File: config.mk
export PLATFORM = sky130hd
export DESIGN_NAME = board_eval
export DESIGN_NICKNAME = d
export VERILOG_FILES = /design/src/rtl/board_eval.sv
export SDC_FILE = /design/constraint.sdc
export NUM_CORES = 1
export LEC_CHECK = 0
export ABC_AREA = 0
export CAP_MARGIN = 25
export CORE_AREA = 4 4 171 173
export DETAILED_ROUTE_END_ITERATION = 10
export DIE_AREA = 0 0 175 177
export PLACE_DENSITY = 0.82
export SYNTH_ARGS = -nofsm -noshare
export SYNTH_HDL_FRONTEND = slang
export SYNTH_SLANG_ARGS = --single-unit
File: constraint.sdc
create_clock -name clk -period 6.3 [get_ports clk]
set_input_delay 1.575 -clock clk [delete_from_list [all_inputs] [get_ports clk]]
set_output_delay 1.575 -clock clk [all_outputs]
set_load 0.02 [all_outputs]
File: src/rtl/board_eval.sv
// Material evaluator for successor boards in SDRAM: scores each board, writes the score back and tracks the best one.
// Define POSITIONAL_BONUS_EN to add a +/-10 bonus for pieces standing on the four centre squares.
module board_eval #(
  parameter int BOARD_WORDS = 64,
  parameter int MAX_BOARDS  = 64
) (
  input  logic        clk,
  input  logic        rst_n,
  output logic        slave_waitrequest,
  input  logic [3:0]  slave_address,
  input  logic        slave_read,
  output logic [31:0] slave_readdata,
  input  logic        slave_write,
  input  logic [31:0] slave_writedata,
  input  logic        master_waitrequest,
  output logic [31:0] master_address,
  output logic        master_read,
  input  logic [31:0] master_readdata,
  input  logic        master_readdatavalid,
  output logic        master_write,
  output logic [31:0] master_writedata
);

  localparam int SQW = (BOARD_WORDS > 1) ? $clog2(BOARD_WORDS) : 1;
  localparam int BW  = $clog2(MAX_BOARDS + 1);

  typedef enum logic [2:0] {
    IDLE,
    RD_SQ,
    WT_SQ,
    ACC,
    WR_SCORE,
    NEXT,
    FINISH
  } state_t;

  state_t state;
  state_t state_next;

  logic [31:0]        board_base;
  logic [31:0]        num_boards;
  logic [31:0]        score_base;
  logic               minimize;

  logic [BW-1:0]      nb;
  logic [BW-1:0]      b;
  logic [SQW-1:0]     sq;
  logic signed [7:0]  code;
  logic signed [31:0] score;
  logic signed [31:0] sq_value;

  logic [31:0]        best_index;
  logic signed [31:0] best_score;
  logic [31:0]        boards_done;

  logic               busy;
  logic               cpu_wr;
  logic               cpu_rd;
  logic               start;
  logic               last_sq;
  logic               better;
  logic [BW-1:0]      b_inc;
  logic [BW-1:0]      nb_clamped;
  logic [31:0]        rd_offset;
  logic [31:0]        wr_offset;
  logic               unused_readdata;

  function automatic logic [7:0] piece_mag(input logic signed [7:0] c);
    logic [7:0] m;
    m = c[7] ? (~c + 8'd1) : c;
    return m;
  endfunction

  // Magnitude 128 (code -128) and anything above 6 falls into the zero default.
  function automatic logic signed [31:0] piece_value(input logic signed [7:0] c);
    logic signed [31:0] v;
    case (piece_mag(c))
      8'd1:    v = 32'sd100;
      8'd2:    v = 32'sd320;
      8'd3:    v = 32'sd330;
      8'd4:    v = 32'sd500;
      8'd5:    v = 32'sd900;
      8'd6:    v = 32'sd20000;
      default: v = 32'sd0;
    endcase
    return c[7] ? -v : v;
  endfunction

`ifdef POSITIONAL_BONUS_EN
  function automatic logic signed [31:0] centre_bonus(input logic [SQW-1:0] s,
                                                      input logic signed [7:0] c);
    logic signed [31:0] v;
    logic               centre;
    logic               real_piece;
    centre     = (32'(s) == 32'd27) || (32'(s) == 32'd28) ||
                 (32'(s) == 32'd35) || (32'(s) == 32'd36);
    real_piece = (piece_mag(c) >= 8'd1) && (piece_mag(c) <= 8'd6);
    v = 32'sd0;
    if (centre && real_piece) begin
      v = c[7] ? -32'sd10 : 32'sd10;
    end
    return v;
  endfunction
`endif

  assign busy              = (state == RD_SQ) || (state == WT_SQ) || (state == ACC) ||
                             (state == WR_SCORE) || (state == NEXT);
  assign slave_waitrequest = busy;
  assign cpu_wr            = slave_write && !busy;
  assign cpu_rd            = slave_read && !busy;
  assign start             = (state == IDLE) && cpu_wr && (slave_address == 4'd0);

  assign nb_clamped = (num_boards > 32'(MAX_BOARDS)) ? BW'(MAX_BOARDS) : num_boards[BW-1:0];
  assign last_sq    = (sq == SQW'(BOARD_WORDS - 1));
  assign b_inc      = b + BW'(1);
  assign rd_offset  = (32'(b) * 32'(BOARD_WORDS) + 32'(sq)) << 2;
  assign wr_offset  = 32'(b) << 2;

  // Only the low byte of each SDRAM word carries a piece code.
  assign unused_readdata = ^master_readdata[31:8];

  always_comb begin
    sq_value = piece_value(code);
`ifdef POSITIONAL_BONUS_EN
    sq_value = sq_value + centre_bonus(sq, code);
`endif
  end

  // Board 0 always wins; afterwards only strict improvement replaces, so ties keep the lower index.
  always_comb begin
    better = 1'b0;
    if (b == '0) begin
      better = 1'b1;
    end else if (minimize) begin
      better = (score < best_score);
    end else begin
      better = (score > best_score);
    end
  end

  always_ff @(posedge clk or negedge rst_n) begin
    if (!rst_n) begin
      state <= IDLE;
    end else begin
      state <= state_next;
    end
  end

  always_comb begin
    state_next       = state;
    master_read      = 1'b0;
    master_write     = 1'b0;
    master_address   = 32'hFFFF_FFFF;
    master_writedata = 32'hFFFF_FFFF;
    case (state)
      IDLE: begin
        if (start) begin
          state_next = (nb_clamped == '0) ? FINISH : RD_SQ;
        end
      end
      RD_SQ: begin
        master_read    = 1'b1;
        master_address = board_base + rd_offset;
        if (!master_waitrequest) begin
          state_next = WT_SQ;
        end
      end
      WT_SQ: begin
        if (master_readdatavalid) begin
          state_next = ACC;
        end
      end
      ACC: begin
        state_next = last_sq ? WR_SCORE : RD_SQ;
      end
      WR_SCORE: begin
        master_write     = 1'b1;
        master_address   = score_base + wr_offset;
        master_writedata = score;
        if (!master_waitrequest) begin
          state_next = NEXT;
        end
      end
      NEXT: begin
        state_next = (b_inc == nb) ? FINISH : RD_SQ;
      end
      FINISH: begin
        if (cpu_rd && (slave_address == 4'd0)) begin
          state_next = IDLE;
        end
      end
      default: begin
        state_next = IDLE;
      end
    endcase
  end

  always_comb begin
    case (slave_address)
      4'd0:    slave_readdata = best_index;
      4'd5:    slave_readdata = best_score;
      4'd6:    slave_readdata = boards_done;
      default: slave_readdata = 32'd0;
    endcase
  end

  // Configuration is writable only while idle; busy-time accesses are stalled by waitrequest.
  always_ff @(posedge clk or negedge rst_n) begin
    if (!rst_n) begin
      board_base <= 32'd0;
      num_boards <= 32'd0;
      score_base <= 32'd0;
      minimize   <= 1'b0;
    end else if ((state == IDLE) && cpu_wr) begin
      case (slave_address)
        4'd1:    board_base <= slave_writedata;
        4'd2:    num_boards <= slave_writedata;
        4'd3:    score_base <= slave_writedata;
        4'd4:    minimize   <= slave_writedata[0];
        default: ;
      endcase
    end
  end

  always_ff @(posedge clk or negedge rst_n) begin
    if (!rst_n) begin
      nb          <= '0;
      b           <= '0;
      sq          <= '0;
      code        <= '0;
      score       <= 32'sd0;
      best_index  <= 32'hFFFF_FFFF;
      best_score  <= 32'sh8000_0000;
      boards_done <= 32'd0;
    end else begin
      if (start) begin
        nb          <= nb_clamped;
        b           <= '0;
        sq          <= '0;
        score       <= 32'sd0;
        best_index  <= 32'hFFFF_FFFF;
        best_score  <= 32'sh8000_0000;
        boards_done <= 32'd0;
      end
      if ((state == WT_SQ) && master_readdatavalid) begin
        code <= master_readdata[7:0];
      end
      if (state == ACC) begin
        score <= score + sq_value;
        if (!last_sq) begin
          sq <= sq + SQW'(1);
        end
      end
      if (state == NEXT) begin
        if (better) begin
          best_score <= score;
          best_index <= 32'(b);
        end
        boards_done <= boards_done + 32'd1;
        b           <= b_inc;
        score       <= 32'sd0;
        sq          <= '0;
      end
    end
  end

endmodule

**Word level (Yosys, flattened, before mapping)**

Cells that the tools add are included.

- Reductions and logical operators: 22
- Bitwise gates (word level): 1
- Multiplexer cells: 36
- $lt $le $gt $ge: 3
- Equal/unequal tests: 25
- $add $sub $neg: 9

Operator list:

| operator | number |
|---|---|
| $mux W32 | 12 |
| $pmux W32 S3 | 1 |
| $pmux W15 S6 | 1 |
| $pmux W32 S2 | 1 |
| $add A32 B1 Y32 const B | 1 |
| $add A32 B16 Y32 | 1 |
| $add A32 B32 Y32 | 1 |
| $add A32 B9 Y32 | 1 |
| $gt A32 B32 Y1 | 1 |
| $gt A32 B7 Y1 const B | 1 |
| $lt A32 B32 Y1 | 1 |
| $neg A32 Y32 | 1 |
| $eq A8 B3 Y1 const B | 3 |
| $mux W3 | 8 |
| $mux W6 | 4 |
| $mux W7 | 3 |
| $pmux W3 S7 | 1 |
| $eq A8 B2 Y1 const B | 2 |
| $add A13 B6 Y14 | 1 |
| $logic_not A7 Y1 | 2 |
| $eq A4 B3 Y1 const B | 3 |
| $ne A2 B2 Y1 const B | 5 |
| $eq A3 B3 Y1 const B | 3 |
| $add A8 B1 Y8 const B | 1 |
| 21 further kinds | 37 |

- Output and inout bits: 99
- Word-level logic and storage cells: 109
- Flip-flop bits (word level): 256

**Depth between registers and ports, before layout**

Gate-level depths: netlist of run 1.

- Depth after elaboration: 13
- Depth in mapped cells: 24
- Mapped depth without buffers: 23

**Worst setup path before layout of run 1**

Ideal clock, no wire load.

- Kind: register to register
- From: reg code[0]
- To: reg score[31]
- Clock period less this slack: 5065 ps
- Stages on the path, launching flop included: 25
- Required time: 6167 ps
- Path slack: 1235 ps
- Arrival time: 4932 ps
- Path through: dfrtp_1 -> inv_1 -> ha_1 -> nand2_1 -> a2111oi_0 -> o211a_1 -> o221ai_1 -> clkbuf_1 -> or3_1 -> ha_1 -> clkbuf_1 -> clkbuf_1 -> o31a_1 -> ha_1 -> a21o_1 -> ha_1 -> nand2_1 -> o31ai_1 -> nand3_1 -> a311oi_2 -> nor4b_1 -> o31ai_1 -> xnor2_1 -> o211ai_1 -> o31ai_1

- Word-level cells in the longest chain between the ends: 10
- Elaborated cells between the ends (all ways): 15
- Those cells by class: add/sub: 3; eq/ne: 6; mux: 5; bitwise: 1

Ends and longest elaborated chain:

| what | line | RTL |
|---|---|---|
| start: declaration | 48 | `logic signed [7:0] code;` |
| start signal: assignment | 246 | `code <= master_readdata[7:0];` |
| $not A8 Y8 | 70 | `m = c[7] ? (~c + 8'd1) : c;` |
| $add A8 B1 Y8 | 70 |  |
| $mux W8 * | 70 |  |
| $eq A8 B3 Y1, or another cell as far along | 77 | `case (piece_mag(c))` |
| $pmux W15 S6 * | 77 |  |
| $neg A32 Y32 | 86 | `return c[7] ? -v : v;` |
| $mux W32 * | 86 |  |
| $add A32 B32 Y32 * | 249 | `score <= score + sq_value;` |
| $mux W32 * | 248 | `if (state == ACC) begin` |
| $mux W32 * | 254 | `if (state == NEXT) begin` |
| end signal: assignment | 249 |  |
| end: declaration | 49 | `logic signed [31:0] score;` |

Mark *: on every way between the ends. The rest lies on a longest branch, timed or not.
A chain may end at the register's enable or synchronous reset.

**Worst setup path in the final report of run 1**

- From: reg sq[0]
- To: out master_address[20]

- Word-level cells in the longest chain between the ends: 3

Ends and longest elaborated chain:

| what | line | RTL |
|---|---|---|
| start: declaration | 47 | `logic [SQW-1:0] sq;` |
| start signal: assignment | 251 | `sq <= sq + SQW'(1);` |
| $add A13 B6 Y14 | 116 | `assign rd_offset = (32'(b) * 32'(BOARD_WORDS) + 32'(sq)) << 2;` |
| $add A32 B16 Y32 | 163 | `master_address = board_base + rd_offset;` |
| $pmux W32 S2 | 155 | `case (state)` |
| end: declaration | 16 | `output logic [31:0] master_address,` |

Every way passes these cells.

==> out/qor.txt, run 1 <==
Crit path max fanout: 4
Htree depth: 1
Post-synth cell types: 78
Wire per inst: 19.3 um
Final hold vios: 0
Tot GR Track Use: 0.272
Slew headroom: 0.396
R2r worst-path depth: 22
Placed Cells: 2163
Max clock buf depth: 3
Crit path kind: reg -> out
Place WS: 538 ps
I/O pin total: 173
Vias in the first global route: 13600
Mean Syn Cell Area: 9.41 um^2
Critical Path AT: 4420 ps
Vias post-DR: 13700
DR iter-0 viols: 1477
Setup bufs post-CTS: 0
Cell Area, Synth: 16000 um^2
CTS Root Cell: clkbuf_16
Syn Nets: 1867
Min Clock Period, post-route: 5990 ps
Dpl hpwl: 30100 um
Peak VDD IR: 333 uV
Final Util: 0.679
Warnings, synthesis: 0
Reg2reg setup slack: 640 ps
Die X: 175 um
Hold Path Origin: best_index[26]
Setup_tns: 0 ps
PD cells: 484 nW/um^2
Main synth FF type: dfrtp_1
Worst Hold Class: reg -> reg
Period utilisation layout: 0.951
Element type at the critical path end: output port
TritonRoute pass-1 iters: 10
Antenna cells: 0
Critical Path Start Type: register
CTS tree: yes
Max Clock Freq: 167 MHz
Die Area: 31000 um^2
Required @ worst endpoint: 4720 ps
Detail Route Antenna Nets: 0
DRC: 0
Clk_skew: 10.1 ps
Top cell type's share of synthesized area: 0.348
Hold worst-path end: best_index[26]
Die height: 177 um
Status: complete, no violations
Starting Density: 0.578
Sink Count: 255
Hold path cells: 2
Layout cells sized above 1: 0.128
CTS clock-pin slew for the worst setup and hold paths: 60 ps
# rows: 61
Clk Latency, worst-skew pair: 550 ps
Synthesized instance count: 1697
Congestion Overflow GR: 0
Worst Setup SP: sq[0]
Fraction of registers with async set/reset: 1.00
Largest net degree at the start of global routing: 111
Tot Pwr: 9080 uW
Core area: 27600 um^2
R2r endpoint: score[31]
Final Max Tran Viols: 0
Endpoints failing setup: 0
Leading area contributor after synthesis: dfrtp_1
Top cells by area, synth: dfrtp_1 35%, mux2_2 7.3%, ha_1 7.3%
Final Wtd Congestion: 0.930
Area Growth Syn to Fin: 17.5%
Number of max-cap violations: 0
Fin worst setup slack: 308 ps
Vias per inst: 6.16
Finished Layout Cells: 2216
Worst Tran Pin Value: 906 ps
Static leakage: 0.00857 uW
Num CTS Buffers: 28
First-pass GRT wire length: 69300 um
Antenna violations before repair: 0
FF+latch count, synth: 255
FF-to-FF Start: code[0]
Final nets: 1986
Final wirelength: 42700 um
Port Buf Inserts: 148
Sequential area share after synthesis: 0.402
Post-synth EDFFs: 0
Unrepaired setup endpoints after global routing: no
cells in the mapped netlist, types with 19 or more instances:
cell type / number
xor2_1: 51
a21o_1: 23
clkbuf_1: 56
a21oi_1: 77
nor2b_1: 19
ha_1: 93
mux2_2: 104
dfrtp_1: 222
o21ai_0: 87
nand4_1: 20
nand2_1: 196
nand3_1: 60
mux2i_1: 49
nor3_1: 21
xnor2_1: 44
inv_1: 123
and3_1: 20
a22oi_1: 19
a222oi_1: 32
dfstp_2: 33
nor2_1: 124
worst max path at each step:
stage / endpoint / cells past startpoint
finish: master_address[20] / 12
global route: master_address[16] / 12
CTS: master_address[16] / 12
detailed placement: score[31] / 21
global placement: slave_readdata[13] / 7
floorplan: score[31] / 24
timing repair:
| action | 4_1_cts | 5_1_grt |
|---|---|---|
| resized for setup | 0 | 1 |
| hold buffers | 0 | 0 |
| endpoints found under the setup margin | 0 | 1 |
state kept, by name, summed over array words and instances (netlist names), 7 cells and up:
register     flops
score_base      32
best_score      32
nb               7
code             8
board_base      32
boards_done     32
b                7
best_index      32
num_boards      32
score           31
per-layer routing:
metal | part of all wire | global-route usage
met2 | 0.48 | 0.456
met4 | 0.041 | 0.115
met3 | 0.065 | 0.0378
met5 | 0 | 0
met1 | 0.41 | 0.356
placed cells by master, fill, tap and decap left out, types with 9 or more instances in the layout:
| cell | count |
|---|---|
| nand2_1 | 195 |
| nor2b_1 | 19 |
| o21ai_0 | 87 |
| nor3_1 | 20 |
| o211ai_1 | 11 |
| o31ai_1 | 12 |
| nand2b_1 | 16 |
| o21ai_1 | 10 |
| clkbuf_16 | 29 |
| and3_1 | 19 |
| xor2_1 | 51 |
| mux2_2 | 104 |
| dfrtp_1 | 222 |
| nand4_1 | 20 |
| nand3_1 | 60 |
| nor2_1 | 124 |
| buf_4 | 17 |
| mux2i_1 | 49 |
| dfstp_2 | 33 |
| a222oi_1 | 32 |
| a22o_1 | 10 |
| a22oi_1 | 19 |
| xnor2_1 | 44 |
| inv_1 | 122 |
| nor4_1 | 11 |
| a21o_1 | 23 |
| a21oi_1 | 77 |
| clkbuf_8 | 9 |
| clkdlybuf4s50_1 | 147 |
| ha_1 | 92 |
| a21boi_0 | 12 |
worst max-delay path, cell delays in order (launching register included):
cell and delay (ps):
dfrtp_1 430, ha_1 230, fa_1 400, a21oi_1 240, o21bai_1 170, a2111oi_2 450, o21ai_1 160, a41oi_1 350
nor2_1 110, o21ai_1 290, xor2_1 130, o221ai_1 250, clkdlybuf4s50_1 670
power breakdown:
| part | switching [uW] | internal, uW | total, uW |
|---|---|---|---|
| clock | 688 | 1100 | 1790 |
| combinational | 2350 | 1860 | 4210 |
| sequential | 738 | 2350 | 3080 |
| total | 3770 | 5310 | 9080 |
cell type report:
type | instances | area (um^2)
fillers | 2120 | 8860
flip-flops and latches | 255 | 6420
clock inverters | 14 | 178
multi-input cells | 1239 | 8710
repair buffers | 168 | 1670
clock buffers | 38 | 850
well taps | 378 | 473
inverters | 124 | 465
cells by family after synthesis:
logic type | after synthesis | synth area share
xor+xnor | 95 | 0.0521
mux | 154 | 0.105
flops | 255 | 0.402
fa+ha+maj | 96 | 0.0766
buf+inv | 203 | 0.0534
compound gates | 364 | 0.156
simple gates | 530 | 0.155
stage by stage:
stage          area [um^2]  hold slack, ps
2_1_floorplan        16000             453
3_3_place_gp         17700             480
3_5_place_dp         17700             490
4_1_cts              18700             501
5_1_grt              18800             517
6_report             18800             499
No activity file was read; power rests on OpenSTA's default activity.
==> run 2: changes to the inputs <==
ABC_CLOCK_PERIOD_IN_PS = 6300   (was default)
==> results of run 2 <==
The final DEF is identical to that of run 1; final timing and power are the same.
